**config.mk**
```make
export PLATFORM = sky130hd
export DESIGN_NAME = param_accum_alu
export DESIGN_NICKNAME = d
export VERILOG_FILES = /design/src/rtl/param_accum_alu_pkg.sv /design/src/rtl/accum_result_fifo.sv /design/src/rtl/param_accum_alu.sv
export SDC_FILE = /design/constraint.sdc
export NUM_CORES = 1
export LEC_CHECK = 0
export CORE_MARGIN = 1
export CORE_UTILIZATION = 36
export DETAILED_ROUTE_END_ITERATION = 8
export DONT_BUFFER_PORTS = 1
export RECOVER_POWER = 25
export SYNTH_ARGS = -nofsm -noshare
export SYNTH_HDL_FRONTEND = slang
export SYNTH_SLANG_ARGS = --single-unit
```
**constraint.sdc**
```tcl
create_clock -name clk -period 1.92 [get_ports clk]
set_input_delay 0.192 -clock clk [delete_from_list [all_inputs] [get_ports clk]]
set_output_delay 0.192 -clock clk [all_outputs]
set_load 0.01 [all_outputs]
```
**src/rtl/param_accum_alu_pkg.sv**
```systemverilog
// param_accum_alu_pkg
// Shared types and arithmetic for the parametrised accumulate/ALU unit.
//   mode_t    : operation select (ADD, SUB, ACC, SAT)
//   alu_calc  : computes {carry,result} for a run-time width w (2..16).
//               The result sits in bits [w-1:0] and the flag in bit w of
//               the 17-bit return value; bits above w are always zero.
package param_accum_alu_pkg;

    typedef enum logic [1:0] {
        MODE_ADD = 2'b00,
        MODE_SUB = 2'b01,
        MODE_ACC = 2'b10,
        MODE_SAT = 2'b11
    } mode_t;

    localparam int MAX_W = 16;

    // acc is the accumulator value already adjusted for a same-cycle clear.
    function automatic logic [16:0] alu_calc(
        input mode_t       m,
        input logic [15:0] a,
        input logic [15:0] b,
        input logic [15:0] acc,
        input logic [4:0]  w
    );
        logic [16:0] mask;
        logic [16:0] sum;
        logic [16:0] out;
        mask = (17'd1 << w) - 17'd1;
        sum  = 17'd0;
        out  = 17'd0;
        case (m)
            MODE_ADD: begin
                sum    = {1'b0, a} + {1'b0, b};
                out    = sum & mask;
                out[w] = sum[w];
            end
            MODE_SUB: begin
                // Low w bits of the 17-bit difference are the modular result;
                // the flag is a plain magnitude compare (borrow).
                sum    = {1'b0, a} - {1'b0, b};
                out    = sum & mask;
                out[w] = (a < b);
            end
            MODE_ACC: begin
                sum    = {1'b0, acc} + {1'b0, a};
                out    = sum & mask;
                out[w] = sum[w];
            end
            MODE_SAT: begin
                sum = {1'b0, a} + {1'b0, b};
                if (sum > mask) begin
                    out = mask | (17'd1 << w);
                end else begin
                    out = sum;
                end
            end
            default: out = 17'd0;
        endcase
        return out;
    endfunction

endpackage

```
**src/rtl/accum_result_fifo.sv**
```systemverilog
// accum_result_fifo
// Synchronous DEPTH x DW FIFO with valid/ready on both sides.
//   clk, reset            : clock, asynchronous active-high reset
//   push_valid_i/ready_o  : write handshake, push_data_i payload
//   pop_valid_o/ready_i   : read handshake, pop_data_o shows the head (0 when empty)
// push_ready_o is simply !full: a pop in the same cycle does not open a slot
// for a push, which keeps the ready path free of the consumer's ready.
module accum_result_fifo
    import param_accum_alu_pkg::*;
#(
    parameter int DW    = 5,
    parameter int DEPTH = 2
) (
    input  logic          clk,
    input  logic          reset,
    input  logic          push_valid_i,
    output logic          push_ready_o,
    input  logic [DW-1:0] push_data_i,
    output logic          pop_valid_o,
    input  logic          pop_ready_i,
    output logic [DW-1:0] pop_data_o
);
    localparam int AW = $clog2(DEPTH);

    // Pointers carry one extra wrap bit so full and empty are distinguishable.
    logic [AW:0]   wr_q, wr_d, rd_q, rd_d;
    logic [DW-1:0] mem_q [DEPTH];
    logic          full_s, empty_s, push_s, pop_s;

    assign empty_s      = (wr_q == rd_q);
    assign full_s       = (wr_q[AW] != rd_q[AW]) && (wr_q[AW-1:0] == rd_q[AW-1:0]);
    assign push_s       = push_valid_i && !full_s;
    assign pop_s        = pop_ready_i && !empty_s;
    assign push_ready_o = !full_s;
    assign pop_valid_o  = !empty_s;
    assign pop_data_o   = empty_s ? {DW{1'b0}} : mem_q[rd_q[AW-1:0]];

    // Next-state pointers.
    always_comb begin
        wr_d = wr_q;
        rd_d = rd_q;
        if (push_s) begin
            wr_d = wr_q + {{AW{1'b0}}, 1'b1};
        end else begin
            wr_d = wr_q;
        end
        if (pop_s) begin
            rd_d = rd_q + {{AW{1'b0}}, 1'b1};
        end else begin
            rd_d = rd_q;
        end
    end

    // Pointer registers; reset empties the FIFO immediately.
    always_ff @(posedge clk or posedge reset) begin
        if (reset) begin
            wr_q <= {(AW+1){1'b0}};
            rd_q <= {(AW+1){1'b0}};
        end else begin
            wr_q <= wr_d;
            rd_q <= rd_d;
        end
    end

    // Storage array; contents are only visible through the empty-gated head.
    always_ff @(posedge clk) begin
        if (push_s) begin
            mem_q[wr_q[AW-1:0]] <= push_data_i;
        end
    end

endmodule

```
**src/rtl/param_accum_alu.sv**
```systemverilog
// param_accum_alu
// W-bit arithmetic unit (ADD/SUB/ACC/SAT) with a result FIFO.
//   clk, reset         : clock, asynchronous active-high reset
//   in_valid/in_ready  : operand handshake; op_a, op_b, mode, sampled on accept
//   acc_clr            : synchronous clear of accumulator and sticky flag
//   out_valid/out_ready: result handshake; result/carry show the FIFO head
//   ovf_sticky         : set by any accepted op whose flag is 1
//   acc                : current accumulator value
module param_accum_alu
    import param_accum_alu_pkg::*;
#(
    parameter int W     = 4,
    parameter int DEPTH = 2
) (
    input  logic         clk,
    input  logic         reset,
    input  logic         in_valid,
    output logic         in_ready,
    input  logic [W-1:0] op_a,
    input  logic [W-1:0] op_b,
    input  logic [1:0]   mode,
    input  logic         acc_clr,
    output logic         out_valid,
    input  logic         out_ready,
    output logic [W-1:0] result,
    output logic         carry,
    output logic         ovf_sticky,
    output logic [W-1:0] acc
);
    logic [W-1:0] acc_q, acc_d;
    logic         ovf_q, ovf_d;
    logic         accept_s;
    mode_t        mode_s;
    logic [15:0]  acc_base_s;
    logic [16:0]  alu_s;
    logic [W-1:0] res_s;
    logic         carry_s;
    logic [W:0]   head_s;

    assign mode_s   = mode_t'(mode);
    assign accept_s = in_valid && in_ready;

    // A same-cycle clear makes an ACC start from zero.
    assign acc_base_s = acc_clr ? 16'd0 : 16'(acc_q);
    assign alu_s      = alu_calc(mode_s, 16'(op_a), 16'(op_b), acc_base_s, 5'(W));
    assign res_s      = alu_s[W-1:0];
    assign carry_s    = alu_s[W];

    if (W < MAX_W) begin : g_hi
        logic unused_hi_s;
        assign unused_hi_s = ^alu_s[16:W+1];
    end

    // Accumulator and sticky next state: an accepted flag beats a clear.
    always_comb begin
        acc_d = acc_q;
        ovf_d = ovf_q;
        if (accept_s && (mode_s == MODE_ACC)) begin
            acc_d = res_s;
        end else if (acc_clr) begin
            acc_d = {W{1'b0}};
        end else begin
            acc_d = acc_q;
        end
        if (accept_s && carry_s) begin
            ovf_d = 1'b1;
        end else if (acc_clr) begin
            ovf_d = 1'b0;
        end else begin
            ovf_d = ovf_q;
        end
    end

    // Accumulator and sticky flag registers.
    always_ff @(posedge clk or posedge reset) begin
        if (reset) begin
            acc_q <= {W{1'b0}};
            ovf_q <= 1'b0;
        end else begin
            acc_q <= acc_d;
            ovf_q <= ovf_d;
        end
    end

    accum_result_fifo #(
        .DW    (W + 1),
        .DEPTH (DEPTH)
    ) u_fifo (
        .clk          (clk),
        .reset        (reset),
        .push_valid_i (in_valid),
        .push_ready_o (in_ready),
        .push_data_i  ({carry_s, res_s}),
        .pop_valid_o  (out_valid),
        .pop_ready_i  (out_ready),
        .pop_data_o   (head_s)
    );

    assign result     = head_s[W-1:0];
    assign carry      = head_s[W];
    assign acc        = acc_q;
    assign ovf_sticky = ovf_q;

endmodule

```
==> summary.txt <==
Placed design
  • Post-DP HPWL: 2110 um
  • Placed cell count: roughly 180
  • # port buffers: 0
  • GP Congestion: roughly 0.74

STA
  • Slew @ Worst Pin: 0.455 ns
  • RSZ-0062 raised after global routing: true
  • PnR worst setup slack: -0.0743 ns
  • Final Cycle Share: 104%
  • Setup Viol. Count Final: 3
  • Rel. slew slack: a little over two thirds
  • Max-slew violations: 0
  • Final setup skew: between 0.003 and 0.004 ns
  • Min Tclk post-route: 1.99 ns
  • Max Freq: between 500 and 600 MHz
  • Number of hold violations in the final report: 0

Die
  • Row count: 22
  • Core area: roughly 0.0037 mm^2
  • Initial core utilization: about 37%
  • Die Footprint: between 0.004 and 0.005 mm^2
  • Die H: ~64 um
  • Die width: about 64 um
  • I/O pins: 27

Finish
  • Proportion of layout cells with a drive suffix above 1: around a quarter
  • Nets@finish: ~170
  • Fill count: approximately 360
  • Area delta synth->final: 14.6%
  • N_diodes: 0
  • Finished Layout Cells: 184

Logic synthesis
  • Synth top area cells: edfxtp_1, dfrtp_1, ha_1
  • Post-synthesis async set-or-reset flop share: between 40% and 50%
  • Post-synthesis sequential area ratio: between 30% and 40%
  • Top FF cell, synth: edfxtp_1
  • Syn Area/Cell: roughly 11 um^2
  • FF+latch count, synth: 19
  • Yosys top cell area share: a little over a fifth
  • Mapped Nets: around 160
  • Post-Synthesis Cells: between 100 and 150
  • EDFF count, synth: 10
  • Mapped cell area: between 0.001 and 0.0015 mm^2
  • Yosys warns: 0
  • Synth unique cells: 37
  • Cell type with the largest total area after synthesis: edfxtp_1

Drt
  • Wire length per cell: 13.5 um
  • First-pass DRT Iterations: 4
  • DRC viols: 0
  • Starting DRC count in detailed routing: 20
  • Vias: 895
  • Routed vias/inst: about 5
  • DRT Wirelength: approximately 2500 um
  • Routed Antenna Nets: 0

Power
  • Leak: between 0.7 and 0.8 nW
  • Peak supply drop: about 0.00037 V
  • Power density over the cells: around 1100 mW/mm^2
  • Total power: between 1.5 and 2 mW

Clocking
  • TritonCTS clock tree: yes
  • Clock root cell: clkbuf_8
  • CTS H-tree depth: 1
  • Clk sinks: 19
  • Maximum buffer depth of the clock tree: 2
  • Clock latency on the worst-skew pair: 0.25 ns
  • TritonCTS buffer count: 3
  • Clock transition at path regs: around 0.07 ns

Min path
  • Hold Path Depth: 2
  • Hold Crit Start: out_ready
  • Tightest Hold Check Type: primary input to flop
  • Hold Path End: u_fifo.rd_q[0]

Critical path
  • Worst Setup End Kind: flop
  • Worst-case reg-to-reg path depth: 8
  • Startpoint types: flop
  • Worst R2R End: ovf_sticky
  • R2r setup slk: -0.07 ns
  • Crit path DAT: approximately 2.1 ns
  • Reg-to-reg startpoint: acc[0]
  • CP Max Fanout: 3
  • Kind of critical path: flop to flop
  • CP Data Required Time: ~2 ns

Global route
  • GRT overflow: 0
  • Vias in the first global route: ~950
  • GRT Total Usage: between 10 and 15%
  • Largest net degree at the start of global routing: 16
  • Initial antenna violation count: 0
  • First-pass GRT wire length: 4210 um

Outcome
  • Failing checks: setup timing
  • Status: complete, but fails checks

Flow run
  • MaxCap Viol Count: 0
## worst max-delay path by stage
| stage | slack, ns | from | to |
|---|---|---|---|
| final | -0.07 | acc[0] | ovf_sticky |
| after global routing | -0.16 | acc[0] | ovf_sticky |
| after CTS | -0.08 | acc[0] | ovf_sticky |
| after detailed placement | -0.08 | acc[0] | ovf_sticky |
| after global placement | -0.04 | acc[0] | ovf_sticky |
| after floorplan | -0.07 | acc[0] | ovf_sticky |
## registers in the layout (all words and copies together) (netlist names)
name / flops
u_fifo.wr_q: 2
u_fifo.mem_q: 10
acc: 4
u_fifo.rd_q: 2
ovf_sticky: 1
## logic make-up after synthesis
family	Yosys count	share of synthesized area, %
simple gates	34	13.4
fa+ha+maj	15	15.3
compound gates	17	8.76
flops	19	38.3
mux	13	11.9
buf+inv	16	5.29
xor+xnor	11	7.03
## area by class of cell
cell class	count	area, um^2	area share, %
clock buffers	3	41.3	2.63
clock inverters	1	5.00	0.318
inverters	12	45.0	2.87
multi-input cells	90	810	51.5
flip-flops and latches	19	526	33.4
well taps	48	60.1	3.82
repair buffers	11	85.1	5.41
## synth_stat cells, types with 2 or more instances
| library cell | n |
|---|---|
| a21o_1 | 2 |
| a21oi_1 | 5 |
| dfrtp_1 | 9 |
| edfxtp_1 | 10 |
| fa_1 | 3 |
| ha_1 | 12 |
| inv_1 | 10 |
| inv_2 | 2 |
| mux2_4 | 4 |
| mux2i_1 | 8 |
| nand2_1 | 4 |
| nand2b_1 | 2 |
| nand3_1 | 4 |
| nor2_1 | 9 |
| nor2b_1 | 8 |
| o21ai_0 | 2 |
| o21ai_1 | 2 |
| xnor2_1 | 6 |
| xor2_1 | 5 |
## placed cells by master (no fill, tap or decap), drive strengths merged
cell and n:
inv 12, o21ai 4, mux4 1, a21oi 5
nor2 9, mux2i 8, fa 3, and3 1
xnor2 6, and2 1, nand2b 2, dfrtp 9
buf 10, nand2 6, dlygate4sd3 1, o22ai 1
clkbuf 3, o2bb2ai 1, nand3 4, nor2b 8
a21o 2, mux2 4, a22o 1, clkinv 1
and2b 1, a211oi 1, xor2 5, a221oi 1
ha 12, nor4 1, edfxtp 10, or2 1
a22oi 1
## critical path: stages, from the launching register on
cell	delay, ns
dfrtp_1	0.38
nor2b_4	0.14
ha_4	0.16
fa_2	0.34
a21o_1	0.17
a211oi_2	0.20
a21oi_1	0.06
mux2_4	0.27
a22o_1	0.18
## per-layer routing
metal | up-vias | GRT usage, % | share of wire (%)
li1 | 449 | - | -
met1 | 419 | 14.9 | 42
met2 | 23 | 25.3 | 52
met3 | 4 | 2.17 | 4.2
met4 | 0 | 6.82 | 1.8
met5 | - | 0 | 0
## through the flow
step / TNS [ns] / worst slack (ns) / hold WS (ns) / utilization (%) / area [um^2]
CTS: -0.170 / -0.0832 / 0.0864 / 42.6 / 1560
floorplan: -0.140 / -0.0652 / 0.0199 / - / 1400
finish: -0.151 / -0.0743 / 0.0921 / 42.9 / 1570
global placement: -0.0736 / -0.0438 / 0.0572 / 40.8 / 1490
global route: -0.410 / -0.163 / 0.0993 / 42.9 / 1570
detailed placement: -0.179 / -0.0753 / 0.0727 / 40.8 / 1490
## power by group
group / leakage [nW] / internal (mW) / total, mW / switching, mW
logic: 0.512 / 0.349 / 0.824 / 0.475
clock network: 0.0255 / 0.144 / 0.267 / 0.123
registers: 0.206 / 0.594 / 0.671 / 0.0773
## repair_timing
item	in CTS	in global routing
resized for setup	1	2
hold buffers	1	0
endpoints found under the hold margin	9	0
pin swaps	0	1
buffers inserted	1	1
endpoints found under the setup margin	7	9
Note: power is estimated with default switching activity, not from simulation.
